[src/rtl/histogram_median_locator.sv]
// Purpose: median X/Y position of a binary frame from its projection histograms.
// Latency: medianValid rises at most BINS+3 cycles after the last bin of the later axis.
// Backpressure: none; bins arriving while a channel is in SCAN or DONE are dropped.
//
// histogram_median_channel
//   One axis. It stores BINS histogram bins in a synchronous-read RAM while
//   summing them. It then walks the RAM from bin 0 until the running sum reaches
//   half the total, and parks in DONE until the parent restarts it.
//   Ports:
//     clk, reset  clock / synchronous active-high reset
//     restart     return to COLLECT with idx/total/cum cleared (clear or commit)
//     binIn       bin value, qualified by binValid
//     binValid    one bin per cycle, ascending from bin 0
//     chanDone    channel is parked in DONE with a result
//     chanBusy    channel is in SCAN or DONE
//     median      median index of the last completed frame
//     empty       last completed frame had a zero total
//
// histogram_median_locator (top)
//   Two channels (X, Y). The result is published once both channels are in DONE.
//   Ports:
//     clk, reset      clock / synchronous active-high reset
//     xHistogramIn    X bin value, qualified by xValid
//     yHistogramIn    Y bin value, qualified by yValid
//     histogramClear  abort both channels and re-arm, outputs hold
//     xMedian         X median, held until the next result
//     yMedian         Y median, held until the next result
//     xEmpty          X total was zero for the last result
//     yEmpty          Y total was zero for the last result
//     medianValid     one-cycle strobe when the four result outputs update
//     busy            either channel is in SCAN or DONE

module histogram_median_channel #(
  parameter int BINS    = 240,
  parameter int BIN_W   = 8,
  parameter int TOTAL_W = 16
) (
  input  logic               clk,
  input  logic               reset,
  input  logic               restart,
  input  logic [BIN_W-1:0]   binIn,
  input  logic               binValid,
  output logic               chanDone,
  output logic               chanBusy,
  output logic [BIN_W-1:0]   median,
  output logic               empty
);

  typedef enum logic [1:0] {
    COLLECT = 2'd0,
    SCAN    = 2'd1,
    DONE    = 2'd2
  } chanState_t;

  localparam logic [BIN_W-1:0] LAST_IDX = BIN_W'(BINS - 1);

  chanState_t         state, stateNext;
  logic [BIN_W-1:0]   idx, idxNext;
  logic [TOTAL_W-1:0] total, totalNext;
  logic [TOTAL_W-1:0] cum, cumNext;
  logic [TOTAL_W-1:0] half, halfNext;
  logic [BIN_W-1:0]   medianNext;
  logic               emptyNext;
  logic               rdVld, rdVldNext;
  logic               wrEn;
  logic [TOTAL_W-1:0] totalSum;
  logic [TOTAL_W-1:0] cumSum;

  // Bin storage. The read port always follows idx, so during SCAN the data for
  // address idx appears one cycle later alongside rdIdx.
  logic [BIN_W-1:0]   mem [BINS];
  logic [BIN_W-1:0]   rdData;
  logic [BIN_W-1:0]   rdIdx;

  always_ff @(posedge clk) begin
    if (wrEn) begin
      mem[idx] <= binIn;
    end
    rdData <= mem[idx];
    rdIdx  <= idx;
  end

  assign totalSum = total + TOTAL_W'(binIn);
  assign cumSum   = cum + TOTAL_W'(rdData);

  // Next-state and datapath updates.
  always_comb begin
    stateNext  = state;
    idxNext    = idx;
    totalNext  = total;
    cumNext    = cum;
    halfNext   = half;
    medianNext = median;
    emptyNext  = empty;
    rdVldNext  = 1'b0;
    wrEn       = 1'b0;

    if (restart) begin
      // Abort or acknowledge; the last result stays in median/empty.
      stateNext = COLLECT;
      idxNext   = '0;
      totalNext = '0;
      cumNext   = '0;
    end else begin
      case (state)
        COLLECT: begin
          if (binValid) begin
            wrEn      = 1'b1;
            totalNext = totalSum;
            if (idx == LAST_IDX) begin
              // Ceiling of total/2; total+1 cannot overflow for legal frame sizes.
              halfNext  = (totalSum + TOTAL_W'(1)) >> 1;
              idxNext   = '0;
              stateNext = SCAN;
            end else begin
              idxNext = idx + BIN_W'(1);
            end
          end
        end

        SCAN: begin
          if (total == '0) begin
            // An empty histogram has no meaningful median; report 0 and flag it.
            medianNext = '0;
            emptyNext  = 1'b1;
            stateNext  = DONE;
          end else begin
            rdVldNext = 1'b1;
            // Hold at the last address. The median is found by the last bin
            // anyway, because cum reaches total there and total >= half.
            if (idx != LAST_IDX) begin
              idxNext = idx + BIN_W'(1);
            end
            if (rdVld) begin
              cumNext = cumSum;
              if (cumSum >= half) begin
                medianNext = rdIdx;
                emptyNext  = 1'b0;
                stateNext  = DONE;
                rdVldNext  = 1'b0;
              end
            end
          end
        end

        DONE: begin
          // Park until the parent publishes the pair and restarts both channels.
        end

        default: begin
          stateNext = COLLECT;
          idxNext   = '0;
          totalNext = '0;
          cumNext   = '0;
        end
      endcase
    end
  end

  always_ff @(posedge clk) begin
    if (reset) begin
      state  <= COLLECT;
      idx    <= '0;
      total  <= '0;
      cum    <= '0;
      half   <= '0;
      median <= '0;
      empty  <= 1'b0;
      rdVld  <= 1'b0;
    end else begin
      state  <= stateNext;
      idx    <= idxNext;
      total  <= totalNext;
      cum    <= cumNext;
      half   <= halfNext;
      median <= medianNext;
      empty  <= emptyNext;
      rdVld  <= rdVldNext;
    end
  end

  assign chanDone = (state == DONE);
  assign chanBusy = (state == SCAN) || (state == DONE);

endmodule

module histogram_median_locator #(
  parameter int X_BINS  = 240,
  parameter int Y_BINS  = 180,
  parameter int BIN_W   = 8,
  parameter int TOTAL_W = 16
) (
  input  logic             clk,
  input  logic             reset,
  input  logic [BIN_W-1:0] xHistogramIn,
  input  logic             xValid,
  input  logic [BIN_W-1:0] yHistogramIn,
  input  logic             yValid,
  input  logic             histogramClear,
  output logic [BIN_W-1:0] xMedian,
  output logic [BIN_W-1:0] yMedian,
  output logic             xEmpty,
  output logic             yEmpty,
  output logic             medianValid,
  output logic             busy
);

  logic             xDone, yDone;
  logic             xBusy, yBusy;
  logic [BIN_W-1:0] xMedChan, yMedChan;
  logic             xEmptyChan, yEmptyChan;
  logic             commit;
  logic             restart;

  // Publish only when both axes are finished. A clear in the same cycle
  // suppresses the result.
  assign commit  = xDone && yDone && !histogramClear;
  assign restart = histogramClear || commit;

  histogram_median_channel #(
    .BINS    (X_BINS),
    .BIN_W   (BIN_W),
    .TOTAL_W (TOTAL_W)
  ) xChannel (
    .clk      (clk),
    .reset    (reset),
    .restart  (restart),
    .binIn    (xHistogramIn),
    .binValid (xValid),
    .chanDone (xDone),
    .chanBusy (xBusy),
    .median   (xMedChan),
    .empty    (xEmptyChan)
  );

  histogram_median_channel #(
    .BINS    (Y_BINS),
    .BIN_W   (BIN_W),
    .TOTAL_W (TOTAL_W)
  ) yChannel (
    .clk      (clk),
    .reset    (reset),
    .restart  (restart),
    .binIn    (yHistogramIn),
    .binValid (yValid),
    .chanDone (yDone),
    .chanBusy (yBusy),
    .median   (yMedChan),
    .empty    (yEmptyChan)
  );

  // Result outputs are registered. The strobe and the new values appear
  // together, in the same cycle both channels re-enter COLLECT.
  always_ff @(posedge clk) begin
    if (reset) begin
      xMedian     <= '0;
      yMedian     <= '0;
      xEmpty      <= 1'b0;
      yEmpty      <= 1'b0;
      medianValid <= 1'b0;
    end else begin
      medianValid <= commit;
      if (commit) begin
        xMedian <= xMedChan;
        yMedian <= yMedChan;
        xEmpty  <= xEmptyChan;
        yEmpty  <= yEmptyChan;
      end
    end
  end

  assign busy = xBusy || yBusy;

endmodule
[config.mk]
export PLATFORM = sky130hd
export DESIGN_NAME = histogram_median_locator
export DESIGN_NICKNAME = d
export VERILOG_FILES = /design/src/rtl/histogram_median_locator.sv
export SDC_FILE = /design/constraint.sdc
export NUM_CORES = 2
export LEC_CHECK = 0
export CAP_MARGIN = 20
export CORE_UTILIZATION = 25
export DETAILED_ROUTE_END_ITERATION = 7
export PLACE_DENSITY = 0.41
export SKIP_CTS_REPAIR_TIMING = 1
export SLEW_MARGIN = 10
export SYNTH_ARGS = -nofsm -noshare
export SYNTH_HDL_FRONTEND = slang
export SYNTH_SLANG_ARGS = --single-unit
[constraint.sdc]
create_clock -name clk -period 5.05 [get_ports clk]
set_clock_uncertainty 0.15 [all_clocks]
set_input_delay 0.7575 -clock clk [delete_from_list [all_inputs] [get_ports clk]]
set_output_delay 0.7575 -clock clk [all_outputs]
set_load 0.02 [all_outputs]
==> Word-level counts from Yosys, hierarchy flattened <==
Memory sizes are Yosys's and may differ from the RTL's. A register that Yosys moved wholly into a read port is not among the register bits.
Cells that the tools add are included.
{ "word_totals": {"ff_bits": 169, "ram_bits": 3360, "in_bits": 21, "output_inout_bits": 20, "elab_cells": 158, "n_memories": 2} }
{ "classes": {"addsub": 8, "order_cmp": 2, "eq_ne": 22, "n_mux": 58, "bitwise_logic": 9, "n_reduce_logical": 34} }
{ "mem_list": {"columns": ["name", "words", "width", "rd", "rd_ports_with_merged_regs", "wr", "line", "rtl"], "rows": [
  ["xChannel.mem", 240, 8, 1, 1, 1, "71", "logic [BIN_W-1:0] mem [BINS];"],
  ["yChannel.mem", 180, 8, 1, 1, 1, "71", null]
]} }
{ "ops": {"columns": ["operator", "count"], "rows": [
  ["$pmux 16 s2", 4],
  ["$mux 8", 14],
  ["$mux 16", 6],
  ["$add 16x8->16", 4],
  ["$pmux 8 s3", 2],
  ["$add 16x1->16 const B", 2],
  ["$ge 16x15->1", 2],
  ["$logic_not 16->1", 2],
  ["$reduce_and 4->1", 6],
  ["$mux 1", 20],
  ["$mux 2", 10],
  ["$add 8x1->8 const B", 2],
  ["$eq 8x8->1 const B", 2],
  ["$ne 8x8->1 const B", 2],
  ["$ne 2x1->1 const B", 6],
  ["$ne 3x1->1 const B", 4],
  ["$pmux 2 s3", 2],
  ["$reduce_and 5->1", 2],
  ["$reduce_or 2->1", 5],
  ["$not 1->1", 9],
  ["$ne 2x2->1 const B", 4],
  ["$reduce_bool 2->1", 4],
  ["$reduce_or 4->1", 2],
  ["$reduce_and 3->1", 2],
  ["other kinds (7)", 15]
]} }

==> Logic depth before layout (Yosys ltp) <==
{ "depth": {"ltp_word": 7, "mapped_depth": 19, "ltp_nobuf": 19} }

==> Hierarchy <==
From an unflattened synthesis, not the netlist that was laid out.
{ "unflattened": {"hier_cells": 6793, "area_unflattened_um2": 139998.0} }
{ "modules_own_cells": {"columns": ["mod", "instances", "cells_each", "area_per_inst_um2", "seq_area_each_um2"], "rows": [
  ["histogram_median_channel (xChannel)", 1, 3807, 78866.9, 59316.9],
  ["histogram_median_channel (yChannel)", 1, 2903, 60267.8, 44903.1],
  ["histogram_median_locator", 1, 83, 863.3, 380.4]
]} }

==> Worst setup path after synthesis <==
No wires, ideal clock.
{ "synth_path": {"kind": "register to register", "startpoint": "register yChannel.cum[0]", "endpoint": "register yChannel.state[0]", "setup_time_ns": 0.070, "arrival_ns": 3.855, "required_time_ns": 4.830, "slack_ns": 0.974, "path_stages_with_launch": 18, "n_path_buf": 0, "period_less_slack_ns": 4.076, "cell_sequence": "dfxtp_1 > ha_1 > inv_1 > fa_1 > nor2b_1 > o21ai_0 > a21boi_0 > o21ai_0 > a2111oi_0 > xor2_1 > ha_1 > nand3_1 > nor3_1 > o311ai_0 > nor4bb_1 > o21a_1 > or3b_2 > a21oi_1"} }
{ "synth_via": {"elab_chain_cells": 4} }
{ "synth_lines": {"columns": ["element", "line", "rtl"], "rows": [
  ["from (decl)", "60", "logic [TOTAL_W-1:0] cum, cumNext;"],
  ["from (signal assigned)", "174", "cum <= cumNext;"],
  ["$add 16x8->16", "84", "assign cumSum = cum + TOTAL_W'(rdData);"],
  ["$ge 16x15->1", "136", "if (cumSum >= half) begin"],
  ["$ne 3x1->1 (no source line)", null, null],
  ["$reduce_and 5->1 (no source line)", null, null],
  ["to (signal assigned)", "171", "state <= stateNext;"],
  ["to (decl)", "57", "chanState_t state, stateNext;"]
]} }
Every way passes these cells.
A chain may end at the register's enable or synchronous reset.

==> Worst setup path in the final report <==
{ "layout_path": {"startpoint": "register yChannel.cum[0]", "endpoint": "register yChannel.median[5]"} }
{ "layout_via": {"elab_chain_cells": 4} }
{ "layout_lines": {"columns": ["element", "line", "rtl"], "rows": [
  ["$add 16x8->16", "84", null],
  ["$ge 16x15->1", "136", null],
  ["$reduce_bool 2->1 (no source line)", null, null],
  ["$reduce_and 4->1 (no source line)", null, null],
  ["to (signal assigned)", "176", "median <= medianNext;"],
  ["to (decl)", "45", "output logic [BIN_W-1:0] median,"]
]} }
Every way passes these cells.

==> reports/metrics.csv <==
stage;metric;value;unit
global_routing;largest net degree at the start of global routing;166;
die;Die Y;750;um
die;chip width;750;um
pwr;Pint;0.0489;W
setup_path;crit path capture type;flop;
cts;CTS H-tree lvls;5;
routing;via/cell ratio;4.56;
cts;CTS Sinks;3545;
logic_synthesis;Post-Synthesis Cells;6738;
logic_synthesis;number of flops mapped to enable cells by yosys;3360;
layout;fin nets;7245;
pwr;Reg power frac;51.9;%
pwr;maximum VDD drop;269;uV
sta;max-slew violations;0;
logic_synthesis;Post-Syn Area;140000;sq um
global_routing;gr busiest metal;met2;
setup_path;Worst setup SP type;flop;
global_routing;initial antenna violation count;25;
sta;final worst path period need;4.63;ns
setup_path;reg-to-reg startpoint;yChannel.cum[0];
pwr;total power;0.0620;W
routing;DRC viols;0;
setup_path;Worst Path Arrival;5.40;ns
logic_synthesis;Seq cells post-synth;3545;
routing;DR vias;67964;
pwr;combinational group share of total power;3.1;%
sta;final setup violation count;0;
pwr;P_leak;48.5;nW
setup_path;critical path class;reg -> reg;
logic_synthesis;count of cell types in the netlist;72;
global_routing;grt met3 use;1.67;%
logic_synthesis;cell taking the most area after synthesis;edfxtp_1;
logic_synthesis;Ys Warns;0;
sta;Sum Neg Setup Slack;0;ns
routing;DRT iter0 DRCs;5855;
global_routing;Global Route Usage Sum;14.0;%
sta;relative slew slack;25.5;%
routing;routed wire length;401;mm
cts;Clk Latency, worst-skew pair;0.99;ns
sta;worst setup margin;0.421;ns
place;placed wire-length estimate;257;mm
sta;RSZ-0062 raised after global routing;false;
global_routing;gr ovfl total;0;
die;Core Footprint;557000;sq um
pwr;Net Sw Power;0.0132;W
layout;most common cell after layout, fill and taps aside;edfxtp_1;
routing;DRT Pass-1 Iters;6;
pwr;P per Cell Area;379;nW/um^2
die;Rows;274;
sta;Final Hold Vio Count;0;
cts;CTS clk-pin slew, worst paths;0.06;ns
setup_path;register-to-register setup slack;0.42;ns
sta;Worst Tran Pin Value;1.12;ns
place;Setup WS pre-CTS;0.340;ns
logic_synthesis;syn nets;6841;
die;Ports;41;
layout;layout cell share with drive strength beyond 1;27.4;%
cts;CTS tree;done;
status;outcome;completed;
layout;commonest cells after routing, fill and taps aside;3360 x edfxtp_1, 1055 x mux4_2, 572 x nor2_1;
pwr;Sw Share;21.2;%
die;initial core utilization;25.1;%
cts;CTS buffer count;374;
logic_synthesis;Synth top area share;72.2;%
die;Die ar.;562000;sq um
place;Port Buffers;40;
setup_path;worst r2r dst;yChannel.median[5];
logic_synthesis;Synth Area per Inst;20.7;sq um
routing;antenna viol nets, final;0;
sta;fmax;216;MHz
setup_path;cells on worst reg2reg path;18;
layout;fillers;54259;
global_routing;vias in the first global route;70950;
place;GPL Wtd Cong;0.790;
logic_synthesis;Top FF cell, synth;edfxtp_1;
cts;clk buf depth;4;
min_path;Hold Path Class;in -> reg;
pwr;clock power share;45.0;%
global_routing;GRT met1 Usage;19.1;%
logic_synthesis;synth top area cells;edfxtp_1 72%, mux4_2 17%, dfxtp_1 2.7%;
setup_path;CP required;5.82;ns
flow_run;max cap viols;0;
logic_synthesis;sequential share of the synthesized area;74.8;%
layout;fin area;164000;sq um
setup_path;Critical Path Source;yChannel.cum[0];
logic_synthesis;Async SR Flop Fraction;0;%
place;Post-Place Cell Area;151000;sq um
setup_path;crit-path max FO;8;
min_path;hold depth;1;
sta;period utilization;91.7;%
setup_path;CP endpoint;yChannel.median[5];
global_routing;M2 GR Usage;23.7;%
routing;DR WL/cell;26.9;um
cts;clock root buffer;clkbuf_16;
layout;Area Overhead vs Synth;17.1;%
global_routing;first-pass GRT wire length;567;mm
## power groups by stage
stage          Clock, W  Combinational [W]  Sequential (W)
6_report         0.0279            0.00194          0.0322
3_5_place_dp          0            0.00200          0.0328
4_1_cts          0.0286            0.00201          0.0322
2_1_floorplan         0           0.000911          0.0328
3_3_place_gp          0            0.00198          0.0328
5_1_grt          0.0296            0.00209          0.0322
## per-layer routing
| metal | vias to the layer above | share of wire (%) |
|---|---|---|
| met5 | - | 0.0027 |
| met4 | 2 | 2.6 |
| met3 | 496 | 3.9 |
| met2 | 1512 | 49 |
| met1 | 37209 | 44 |
| li1 | 28745 | - |
## cell type report
class / instances / area, sq um / area share, %
multi-input cells: 2720 / 33300 / 20.3
repair buffers: 420 / 3890 / 2.38
clock inverters: 242 / 2410 / 1.47
diodes: 6 / 15.0 / 0.00917
clock buffers: 448 / 9860 / 6.02
flip-flops and latches: 3545 / 105000 / 63.9
well taps: 7452 / 9320 / 5.70
inverters: 81 / 304 / 0.186
## worst min-delay path by stage
stage	from	endpoint	slack (ns)
global route	xHistogramIn[4]	xChannel.mem[146][4]	0.002
CTS	xHistogramIn[1]	xChannel.mem[98][1]	-0.12
floorplan	xChannel.idx[2]	xChannel.rdIdx[2]	0.18
detailed placement	xChannel.rdIdx[1]	xChannel.median[1]	0.29
finish	xHistogramIn[4]	xChannel.mem[159][4]	0.03
global placement	yChannel.rdIdx[1]	yChannel.median[1]	0.29
## sequential cells by signal, summed over array words and instances (netlist names), 15 cells and up
register,cells
xChannel.mem,1920
yChannel.mem,1440
xChannel.cum,16
xChannel.total,16
yChannel.cum,16
yChannel.total,16
xChannel.half,15
yChannel.half,15
## synth_stat cells, types with 6 or more instances
cell       count
a21oi_1      107
o31ai_1        7
a211oi_1      21
clkbuf_1     231
a211o_1       13
a21o_1        25
nand2b_1      15
or2_2         15
o211ai_1       9
nor3_1        35
xnor2_1       38
nand4_1       23
dfxtp_1      185
o21ai_0       47
xor2_1        32
buf_2         98
nand3b_1       7
and2_1        21
and3_1        15
buf_1         51
a22o_1        19
nor4_1        11
mux4_2      1055
nor2_1       573
o22ai_1        8
or4_1          8
nand3_1       96
a2111oi_0      8
edfxtp_1    3360
a22oi_1       59
inv_1         80
nor2b_1       53
buf_4          7
or3_1         12
o311ai_0       6
a31oi_1       20
nand2_1      183
mux2_2         6
nor3b_1        8
ha_1          78
mux2i_1       18
## stage by stage
stage	hold slack, ns	cells	util, %
finish	0.0348	14914	29.4
global route	0.00235	14912	29.4
CTS	-0.125	14898	29.4
detailed placement	0.289	14208	27.2
global placement	0.288	14207	27.2
floorplan	0.176	6738	-
## logic make-up after synthesis
group	share of synthesized area [%]
AO/OA/AOI/OAI	1.94
XOR/XNOR	0.439
adder cells (fa/ha/maj)	0.756
buffers and inverters	1.40
flip-flops	74.8
multiplexers	17.2
AND/OR/NAND/NOR	3.44
## worst max-delay path: stages, from the launching register on
cell	delay, ns
dfxtp_1	0.33
ha_1	0.21
inv_1	0.08
fa_1	0.41
nor2b_1	0.12
o21ai_0	0.11
a21boi_0	0.26
o21ai_0	0.22
a2111oi_0	0.43
buf_4	0.19
xor2_1	0.07
ha_1	0.27
nand3_1	0.09
nor3_1	0.26
o311ai_0	0.27
nor2b_1	0.21
a31o_2	0.28
nor2_1	0.38
a22o_1	0.22
Power figures use the tool's default switching activity.
